`src/rtl/paddle_array_if.sv`:
```
// Pixel stream from the paddle engine to the VGA arbiter.
// The source holds every field stable while oPlot is high and iPixReady is low.
interface paddle_array_if #(
  parameter int XW = 10,
  parameter int YW = 9
);
  logic [XW-1:0] oX;
  logic [YW-1:0] oY;
  logic [2:0]    oColour;
  logic          oPlot;
  logic          iPixReady;

  modport master (
    output oX, oY, oColour, oPlot,
    input  iPixReady
  );

  modport slave (
    input  oX, oY, oColour, oPlot,
    output iPixReady
  );
endinterface

```
`src/rtl/paddle_array.sv`:
```
// Multi-paddle engine: per-frame clamped Y update, then a stallable erase/draw stream.
// PADDLE_ACCEL_EN adds per-paddle hold acceleration (step = RATE << hold).
module paddle_array #(
  parameter int NUM_PADDLES      = 2,
  parameter int X_SCREEN_PIXELS  = 320,
  parameter int Y_SCREEN_PIXELS  = 240,
  parameter int X_PADDLE_SIZE    = 5,
  parameter int Y_PADDLE_SIZE    = 40,
  parameter int X_MARGIN         = 10,
  parameter int X_LANE_STEP      = 20,
  parameter int RATE             = 2,
  parameter int CLOCKS_PER_FRAME = 833333,
  parameter logic [2:0] PADDLE_COLOUR = 3'b111,
  parameter logic [2:0] BG_COLOUR     = 3'b000
) (
  input  logic                   iClock,
  input  logic                   iReset,
  input  logic [NUM_PADDLES-1:0] iUp,
  input  logic [NUM_PADDLES-1:0] iDown,
  paddle_array_if.master         pix_if,
  output logic                   oFrameDone,
  output logic                   oOverrun,
  output logic [NUM_PADDLES*($clog2(Y_SCREEN_PIXELS)+1)-1:0] oPaddleY
);
  localparam int XW   = $clog2(X_SCREEN_PIXELS) + 1;
  localparam int YW   = $clog2(Y_SCREEN_PIXELS) + 1;
  localparam int YMAX = Y_SCREEN_PIXELS - Y_PADDLE_SIZE;
  localparam int CW   = $clog2(CLOCKS_PER_FRAME + 1);
  localparam int IW   = (NUM_PADDLES > 1) ? $clog2(NUM_PADDLES) : 1;
  localparam int CXW  = $clog2(X_PADDLE_SIZE + 1);
  localparam int CYW  = $clog2(Y_PADDLE_SIZE + 1);

  typedef enum logic [2:0] {
    S_IDLE, S_UPDATE, S_SCAN, S_ERASE, S_DRAW, S_DONE
  } state_t;

  state_t r_state, w_next;

  logic [CW-1:0]          r_frame_cnt;
  logic                   r_pend;
  logic                   r_ovr;
  logic                   r_first;
  logic [YW-1:0]          r_ypos [NUM_PADDLES];
  logic [YW-1:0]          r_yold [NUM_PADDLES];
  logic [YW-1:0]          w_ynew [NUM_PADDLES];
  logic [NUM_PADDLES-1:0] r_todo;
  logic [IW-1:0]          r_idx;
  logic [IW-1:0]          w_sel;
  logic [CXW-1:0]         r_cx;
  logic [CYW-1:0]         r_cy;
  logic [XW-1:0]          r_x;
  logic [YW-1:0]          r_y;
  logic [2:0]             r_col;
  logic                   r_plot;
  logic                   w_tick;
  logic                   w_fire;
  logic                   w_last;
  logic                   w_row_end;

  function automatic logic [XW-1:0] f_px(input int i);
    int x;
    if (i % 2 == 0)
      x = X_MARGIN + (i / 2) * X_LANE_STEP;
    else
      x = X_SCREEN_PIXELS - X_MARGIN - X_PADDLE_SIZE
        - (i / 2) * X_LANE_STEP;
    return XW'(x);
  endfunction

  // Saturating move: a partial step up to either boundary is allowed.
  function automatic logic [YW-1:0] f_move(
    input logic [YW-1:0] y,
    input logic          up,
    input logic          dn,
    input int            step
  );
    int yi;
    yi = int'(y);
    if (up && !dn)
      yi = (yi > step) ? yi - step : 0;
    else if (dn && !up)
      yi = (yi + step < YMAX) ? yi + step : YMAX;
    return YW'(yi);
  endfunction

  assign w_tick    = (r_frame_cnt == '0);
  assign w_fire    = r_plot & pix_if.iPixReady;
  assign w_row_end = (r_cx == CXW'(X_PADDLE_SIZE - 1));
  assign w_last    = w_row_end && (r_cy == CYW'(Y_PADDLE_SIZE - 1));

`ifdef PADDLE_ACCEL_EN
  logic [1:0] r_hold [NUM_PADDLES];
  logic [1:0] w_hold [NUM_PADDLES];
  logic [1:0] r_pdir [NUM_PADDLES];

  always_comb begin
    for (int i = 0; i < NUM_PADDLES; i++) begin
      w_hold[i] = '0;
      if ((iUp[i] ^ iDown[i]) && ({iUp[i], iDown[i]} == r_pdir[i]))
        w_hold[i] = (r_hold[i] == 2'd3) ? 2'd3 : r_hold[i] + 2'd1;
      w_ynew[i] = f_move(r_ypos[i], iUp[i], iDown[i],
                         RATE << w_hold[i]);
    end
  end

  always_ff @(posedge iClock) begin
    if (iReset) begin
      for (int i = 0; i < NUM_PADDLES; i++) begin
        r_hold[i] <= '0;
        r_pdir[i] <= '0;
      end
    end else if (r_state == S_UPDATE) begin
      for (int i = 0; i < NUM_PADDLES; i++) begin
        r_hold[i] <= w_hold[i];
        r_pdir[i] <= {iUp[i], iDown[i]};
      end
    end
  end
`else
  always_comb begin
    for (int i = 0; i < NUM_PADDLES; i++)
      w_ynew[i] = f_move(r_ypos[i], iUp[i], iDown[i], RATE);
  end
`endif

  always_comb begin
    w_sel = '0;
    for (int i = NUM_PADDLES - 1; i >= 0; i--)
      if (r_todo[i]) w_sel = IW'(i);
  end

  always_ff @(posedge iClock) begin
    if (iReset) r_state <= S_IDLE;
    else        r_state <= w_next;
  end

  always_comb begin
    w_next = r_state;
    unique case (r_state)
      S_IDLE:   if (w_tick || r_pend) w_next = S_UPDATE;
      S_UPDATE: w_next = S_SCAN;
      S_SCAN: begin
        if (r_todo == '0) w_next = S_DONE;
        else if (r_first) w_next = S_DRAW;
        else              w_next = S_ERASE;
      end
      S_ERASE:  if (w_fire && w_last) w_next = S_DRAW;
      S_DRAW:   if (w_fire && w_last) w_next = S_SCAN;
      S_DONE:   w_next = S_IDLE;
      default:  w_next = S_IDLE;
    endcase
  end

  always_ff @(posedge iClock) begin
    if (iReset) begin
      r_frame_cnt <= CW'(CLOCKS_PER_FRAME - 1);
      r_pend      <= 1'b0;
      r_ovr       <= 1'b0;
      r_first     <= 1'b1;
      r_todo      <= '0;
      r_idx       <= '0;
      r_cx        <= '0;
      r_cy        <= '0;
      r_x         <= '0;
      r_y         <= '0;
      r_col       <= BG_COLOUR;
      r_plot      <= 1'b0;
      for (int i = 0; i < NUM_PADDLES; i++) begin
        r_ypos[i] <= YW'(YMAX / 2);
        r_yold[i] <= YW'(YMAX / 2);
      end
    end else begin
      r_frame_cnt <= w_tick ? CW'(CLOCKS_PER_FRAME - 1)
                            : r_frame_cnt - CW'(1);
      r_ovr <= 1'b0;
      // One tick may wait while busy; a second one is dropped.
      if (r_state == S_IDLE) begin
        if (r_pend) r_pend <= w_tick;
      end else if (w_tick) begin
        if (r_pend) r_ovr  <= 1'b1;
        else        r_pend <= 1'b1;
      end

      if (r_state == S_UPDATE) begin
        for (int i = 0; i < NUM_PADDLES; i++) begin
          r_yold[i] <= r_ypos[i];
          r_ypos[i] <= w_ynew[i];
          r_todo[i] <= (w_ynew[i] != r_ypos[i]) | r_first;
        end
      end

      if (r_state == S_SCAN && r_todo != '0) begin
        r_idx         <= w_sel;
        r_todo[w_sel] <= 1'b0;
        r_cx          <= '0;
        r_cy          <= '0;
        r_x           <= f_px(int'(w_sel));
        r_plot        <= 1'b1;
        if (r_first) begin
          r_y   <= r_ypos[w_sel];
          r_col <= PADDLE_COLOUR;
        end else begin
          r_y   <= r_yold[w_sel];
          r_col <= BG_COLOUR;
        end
      end

      if (w_fire) begin
        if (w_last) begin
          r_cx <= '0;
          r_cy <= '0;
          if (r_state == S_ERASE) begin
            r_x   <= f_px(int'(r_idx));
            r_y   <= r_ypos[r_idx];
            r_col <= PADDLE_COLOUR;
          end else begin
            r_plot <= 1'b0;
          end
        end else if (w_row_end) begin
          r_cx <= '0;
          r_cy <= r_cy + CYW'(1);
          r_x  <= f_px(int'(r_idx));
          r_y  <= r_y + YW'(1);
        end else begin
          r_cx <= r_cx + CXW'(1);
          r_x  <= r_x + XW'(1);
        end
      end

      if (r_state == S_DONE) r_first <= 1'b0;
    end
  end

  for (genvar g = 0; g < NUM_PADDLES; g++) begin : g_py
    assign oPaddleY[g*YW +: YW] = r_ypos[g];
  end

  assign pix_if.oX       = r_x;
  assign pix_if.oY       = r_y;
  assign pix_if.oColour  = r_col;
  assign pix_if.oPlot    = r_plot;
  assign oFrameDone      = (r_state == S_DONE);
  assign oOverrun        = r_ovr;
endmodule

```
`src/flat_wrapper.sv`:
```
// flat-port wrapper written by rule: the top's interface ports become plain ports
module paddle_array_flat 
#(
  parameter int NUM_PADDLES      = 2,
  parameter int X_SCREEN_PIXELS  = 320,
  parameter int Y_SCREEN_PIXELS  = 240,
  parameter int X_PADDLE_SIZE    = 5,
  parameter int Y_PADDLE_SIZE    = 40,
  parameter int X_MARGIN         = 10,
  parameter int X_LANE_STEP      = 20,
  parameter int RATE             = 2,
  parameter int CLOCKS_PER_FRAME = 833333,
  parameter logic [2:0] PADDLE_COLOUR = 3'b111,
  parameter logic [2:0] BG_COLOUR     = 3'b000
)
  (iClock, iReset, iUp, iDown, oFrameDone, oOverrun, oPaddleY, pix_if_oX, pix_if_oY, pix_if_oColour, pix_if_oPlot, pix_if_iPixReady);
  paddle_array_if #(.XW((10)), .YW((9))) pix_if_i ();
  input  logic iClock;
  input  logic iReset;
  input  logic [NUM_PADDLES-1:0] iUp;
  input  logic [NUM_PADDLES-1:0] iDown;
  output logic oFrameDone;
  output logic oOverrun;
  output logic [NUM_PADDLES*($clog2(Y_SCREEN_PIXELS)+1)-1:0] oPaddleY;
  output wire logic [$bits(pix_if_i.oX)-1:0] pix_if_oX;
  output wire logic [$bits(pix_if_i.oY)-1:0] pix_if_oY;
  output wire logic [$bits(pix_if_i.oColour)-1:0] pix_if_oColour;
  output wire logic [$bits(pix_if_i.oPlot)-1:0] pix_if_oPlot;
  input wire logic [$bits(pix_if_i.iPixReady)-1:0] pix_if_iPixReady;
  assign pix_if_oX = pix_if_i.oX;
  assign pix_if_oY = pix_if_i.oY;
  assign pix_if_oColour = pix_if_i.oColour;
  assign pix_if_oPlot = pix_if_i.oPlot;
  assign pix_if_i.iPixReady = pix_if_iPixReady;
  paddle_array #(.NUM_PADDLES(NUM_PADDLES), .X_SCREEN_PIXELS(X_SCREEN_PIXELS), .Y_SCREEN_PIXELS(Y_SCREEN_PIXELS), .X_PADDLE_SIZE(X_PADDLE_SIZE), .Y_PADDLE_SIZE(Y_PADDLE_SIZE), .X_MARGIN(X_MARGIN), .X_LANE_STEP(X_LANE_STEP), .RATE(RATE), .CLOCKS_PER_FRAME(CLOCKS_PER_FRAME), .PADDLE_COLOUR(PADDLE_COLOUR), .BG_COLOUR(BG_COLOUR)) u_core (.iClock(iClock), .iReset(iReset), .iUp(iUp), .iDown(iDown), .pix_if(pix_if_i), .oFrameDone(oFrameDone), .oOverrun(oOverrun), .oPaddleY(oPaddleY));
endmodule
```
`config.mk`:
```
export PLATFORM = sky130hd
export DESIGN_NAME = paddle_array_flat
export DESIGN_NICKNAME = d
export VERILOG_FILES = /design/src/rtl/paddle_array_if.sv /design/src/rtl/paddle_array.sv /design/src/flat_wrapper.sv
export SDC_FILE = /design/constraint.sdc
export NUM_CORES = 1
export LEC_CHECK = 0
export CAP_MARGIN = 10
export CELL_PAD_IN_SITES_DETAIL_PLACEMENT = 2
export CELL_PAD_IN_SITES_GLOBAL_PLACEMENT = 2
export CORE_AREA = 2 2 132 134
export CTS_BUF_LIST = sky130_fd_sc_hd__clkbuf_4 sky130_fd_sc_hd__clkbuf_8
export CTS_CLUSTER_DIAMETER = 60
export DETAILED_ROUTE_END_ITERATION = 6
export DIE_AREA = 0 0 134 136
export HOLD_SLACK_MARGIN = 0.05
export PLACE_DENSITY = 0.78
export SLEW_MARGIN = 20
export SYNTH_ARGS = -nofsm -noshare
export SYNTH_HDL_FRONTEND = slang
export SYNTH_SLANG_ARGS = --single-unit
```
`constraint.sdc`:
```
create_clock -name iClock -period 3.7 [get_ports iClock]
set_input_delay 1.11 -clock iClock [delete_from_list [all_inputs] [get_ports iClock]]
set_output_delay 1.11 -clock iClock [all_outputs]
set_load 0.03 [all_outputs]
```
==> run metrics <==
unrepaired setup endpoints after global routing=no; Worst path max stage delay=610 ps; combinational power share=13.4%; Final Hold Vio Count=0; Post CTS Setup Buffer Count=0; All-Layer GR Usage=24.50%; GRT overflow=0; synthesized area=6082 sq um; Tmin final=3166 ps; largest net degree at the start of global routing=31; Root Driver=clkbuf_8; top cell type's share of synthesized area=20.41%; TritonCTS Buffers=9; cells along the critical path=clkdlybuf4s50_1 > nor2b_1 > a22oi_1 > o221ai_1 > mux2i_1 > o21ai_0 > a21oi_1 > o31a_1; Leak=2.418 nW; Netlist cell types=66; post-synthesis sequential area ratio=38.18%; Antenna Nets Post-Route=0; n_diodes=0; routed vias=5,878; CP arrival=3450 ps; Min Hold Slack=475.7 ps; Hold Buf Count CTS=0; Crit Path Class=in2reg; WP data required=3980 ps; outcome=finished clean; PwrDens=319.3 nW/um^2; GPL Wtd Cong=0.8972; crit path launch type=primary input; largest cells by area after synthesis=dfxtp_1 20%, edfxtp_1 18%, nor2_1 5.6%, nand2_1 5.2%, a21oi_1 4.9%; number of synthesized flops with an enable pin=36; Worst-Margin Slew=767.4 ps; total number of yosys warnings=0; Setup violations, final=0; Die H=136 um; FFs w/ async S/R, synth=0%; Starting DRT DRC Count=431; setup tns final=0 ps; top_reg_cell synth=dfxtp_1; Detailed Place HPWL=16.00 mm; commonest cells after routing, fill and taps aside=90 x nor2_1, 85 x nand2_1, 62 x dfxtp_1, 59 x a21oi_1, 49 x clkdlybuf4s50_1; Tcrit/Tclk final=85.56%; top cell type by total area after synthesis=dfxtp_1; Sw Share=29.88%; Core Region=16,880 sq um; slowest CP cell=clkdlybuf4s50_1; IO Count=50; Die ar.=18,220 sq um; max cap viols=0; Vias/cell=5.843; nets@finish=795; maximum vdd drop=0.0001741 V; Internal=1.592 mW; fmax=0.3159 GHz; post-cts resize count=0; PortBufs=49; Rel. slew slack=48.65%; Initial DRT Pass Iterations=5; CTS tree=done; Hold WC Path Type=reg2reg; initial antenna violation count=0; endpoint class of the critical path=flip-flop; vias in the first global route=6,393; row cnt=48; total wire length=21.55 mm; clock slew at reported path FFs=110 ps; clk sinks=98; P_sw=678.5 uW; first-pass GRT wire length=35.13 mm; Syn-to-layout area delta=16.95%; WL/cell=21.42 um; H-tree Lvls=3; Finished Core Util=42.15%; clk_lat worst skew=390 ps; CTS Buffer Depth=2; clock power share=34.2%; die width=134 um; max-slew violation count=0; layout cells sized above 1=9.091%; commonest non-fill, non-tap cell in the layout=nor2_1; Flop pwr share=52.4%; Avg Synthesized Cell Area=8.298 sq um; Residual DRC=0; Crit Path Max Fanout=9; post-synthesis net count=752; clock skew=11.97 ps; initial core utilization=36.04%; Syn Inst Count=733; Yosys reg bits=98; total power=2.271 mW
[final cells by class]
| class | instances | area, sq um |
|---|---|---|
| clock buffer | 9 | 123.9 |
| clock inverter | 7 | 81.33 |
| fill | 1897 | 9763 |
| inverter | 19 | 71.32 |
| multi-input combinational | 569 | 3505 |
| sequential | 98 | 2322 |
| tap | 225 | 281.5 |
| timing repair buffer | 79 | 728.2 |
[cells in the mapped netlist, types with 6 or more instances]
cell / instances
a21oi_1: 59
buf_2: 6
o21ai_0: 41
nand2_1: 85
dfxtp_1: 62
or3_1: 12
nor2_1: 90
xnor2_1: 20
a211oi_1: 8
inv_1: 18
a22oi_1: 6
o21a_1: 7
and3_1: 7
nand2b_1: 10
clkbuf_1: 40
nor2b_1: 16
o22ai_1: 6
ha_1: 12
a31oi_1: 10
nor4_1: 9
mux2i_1: 6
edfxtp_1: 36
or4_1: 7
and2_1: 12
mux4_2: 9
nor3_1: 15
nand3_1: 25
xor2_1: 12
nand4_1: 7
[state kept, by name, indices dropped and copies added, names as in the netlist, 3 cells and up, named ones only]
signal and flops:
u_core.r_cx 3, u_core.r_state 3, u_core.r_ypos 18, u_core.r_frame_cnt 20, u_core.r_yold 18, u_core.pix_if.oY 9
u_core.pix_if.oX 10, u_core.r_cy 6, u_core.pix_if.oColour 3
[metal layers]
layer	GRT usage [%]	wire length, um
met1	30.70	9448
met5	0	0
met2	43.30	10920
met4	8.924	418
met3	3.057	762
[critical path: cells and delay by family]
kind,cells,cell delay (ps)
AO/OA/AOI/OAI,5,1120
buffers and inverters,1,610
multiplexers,1,150
AND/OR/NAND/NOR,1,460
[metrics by stage]
step / cells / cell area [sq um] / worst slack [ps]
floorplan: 733 / 6082 / 700.5
global placement: 990 / 6908 / 316.5
detailed placement: 990 / 6908 / 189.9
CTS: 1006 / 7113 / 578.0
global route: 1006 / 7113 / 282.5
finish: 1006 / 7113 / 534.3
[final timing paths]
path | from | endpoint | slack [ps] | cells after the start
max | iUp[1] | u_core.r_todo[1] | 530 | 8
min | u_core.pix_if.oColour[1] | u_core.pix_if.oColour[1] | 480 | 2
max reg2reg | u_core.r_ypos[1][5] | u_core.r_todo[1] | 570 | 7
min reg2reg | u_core.pix_if.oColour[1] | u_core.pix_if.oColour[1] | 480 | 2
[cells by family (layout without fill, tap and decap cells)]
group	count (synthesis)	count (layout)	synth area share (%)
AND/OR/NAND/NOR	318	318	25.80
AO/OA/AOI/OAI	187	187	19.54
flip-flops	98	98	38.18
buffers and inverters	66	114	4.196
XOR/XNOR	32	32	4.608
multiplexers	18	18	4.875
adder cells (fa/ha/maj)	14	14	2.798
[power by group through the flow]
| stage | Sequential (mW) | Clock [mW] | Combinational, mW |
|---|---|---|---|
| final | 1.19 | 0.777 | 0.305 |
| after global routing | 1.19 | 0.830 | 0.336 |
| after CTS | 1.19 | 0.791 | 0.308 |
| after detailed placement | 1.21 | 0 | 0.306 |
| after global placement | 1.21 | 0 | 0.292 |
| after floorplan | 1.21 | 0 | 0.187 |
(Power assumes the default switching activity.)
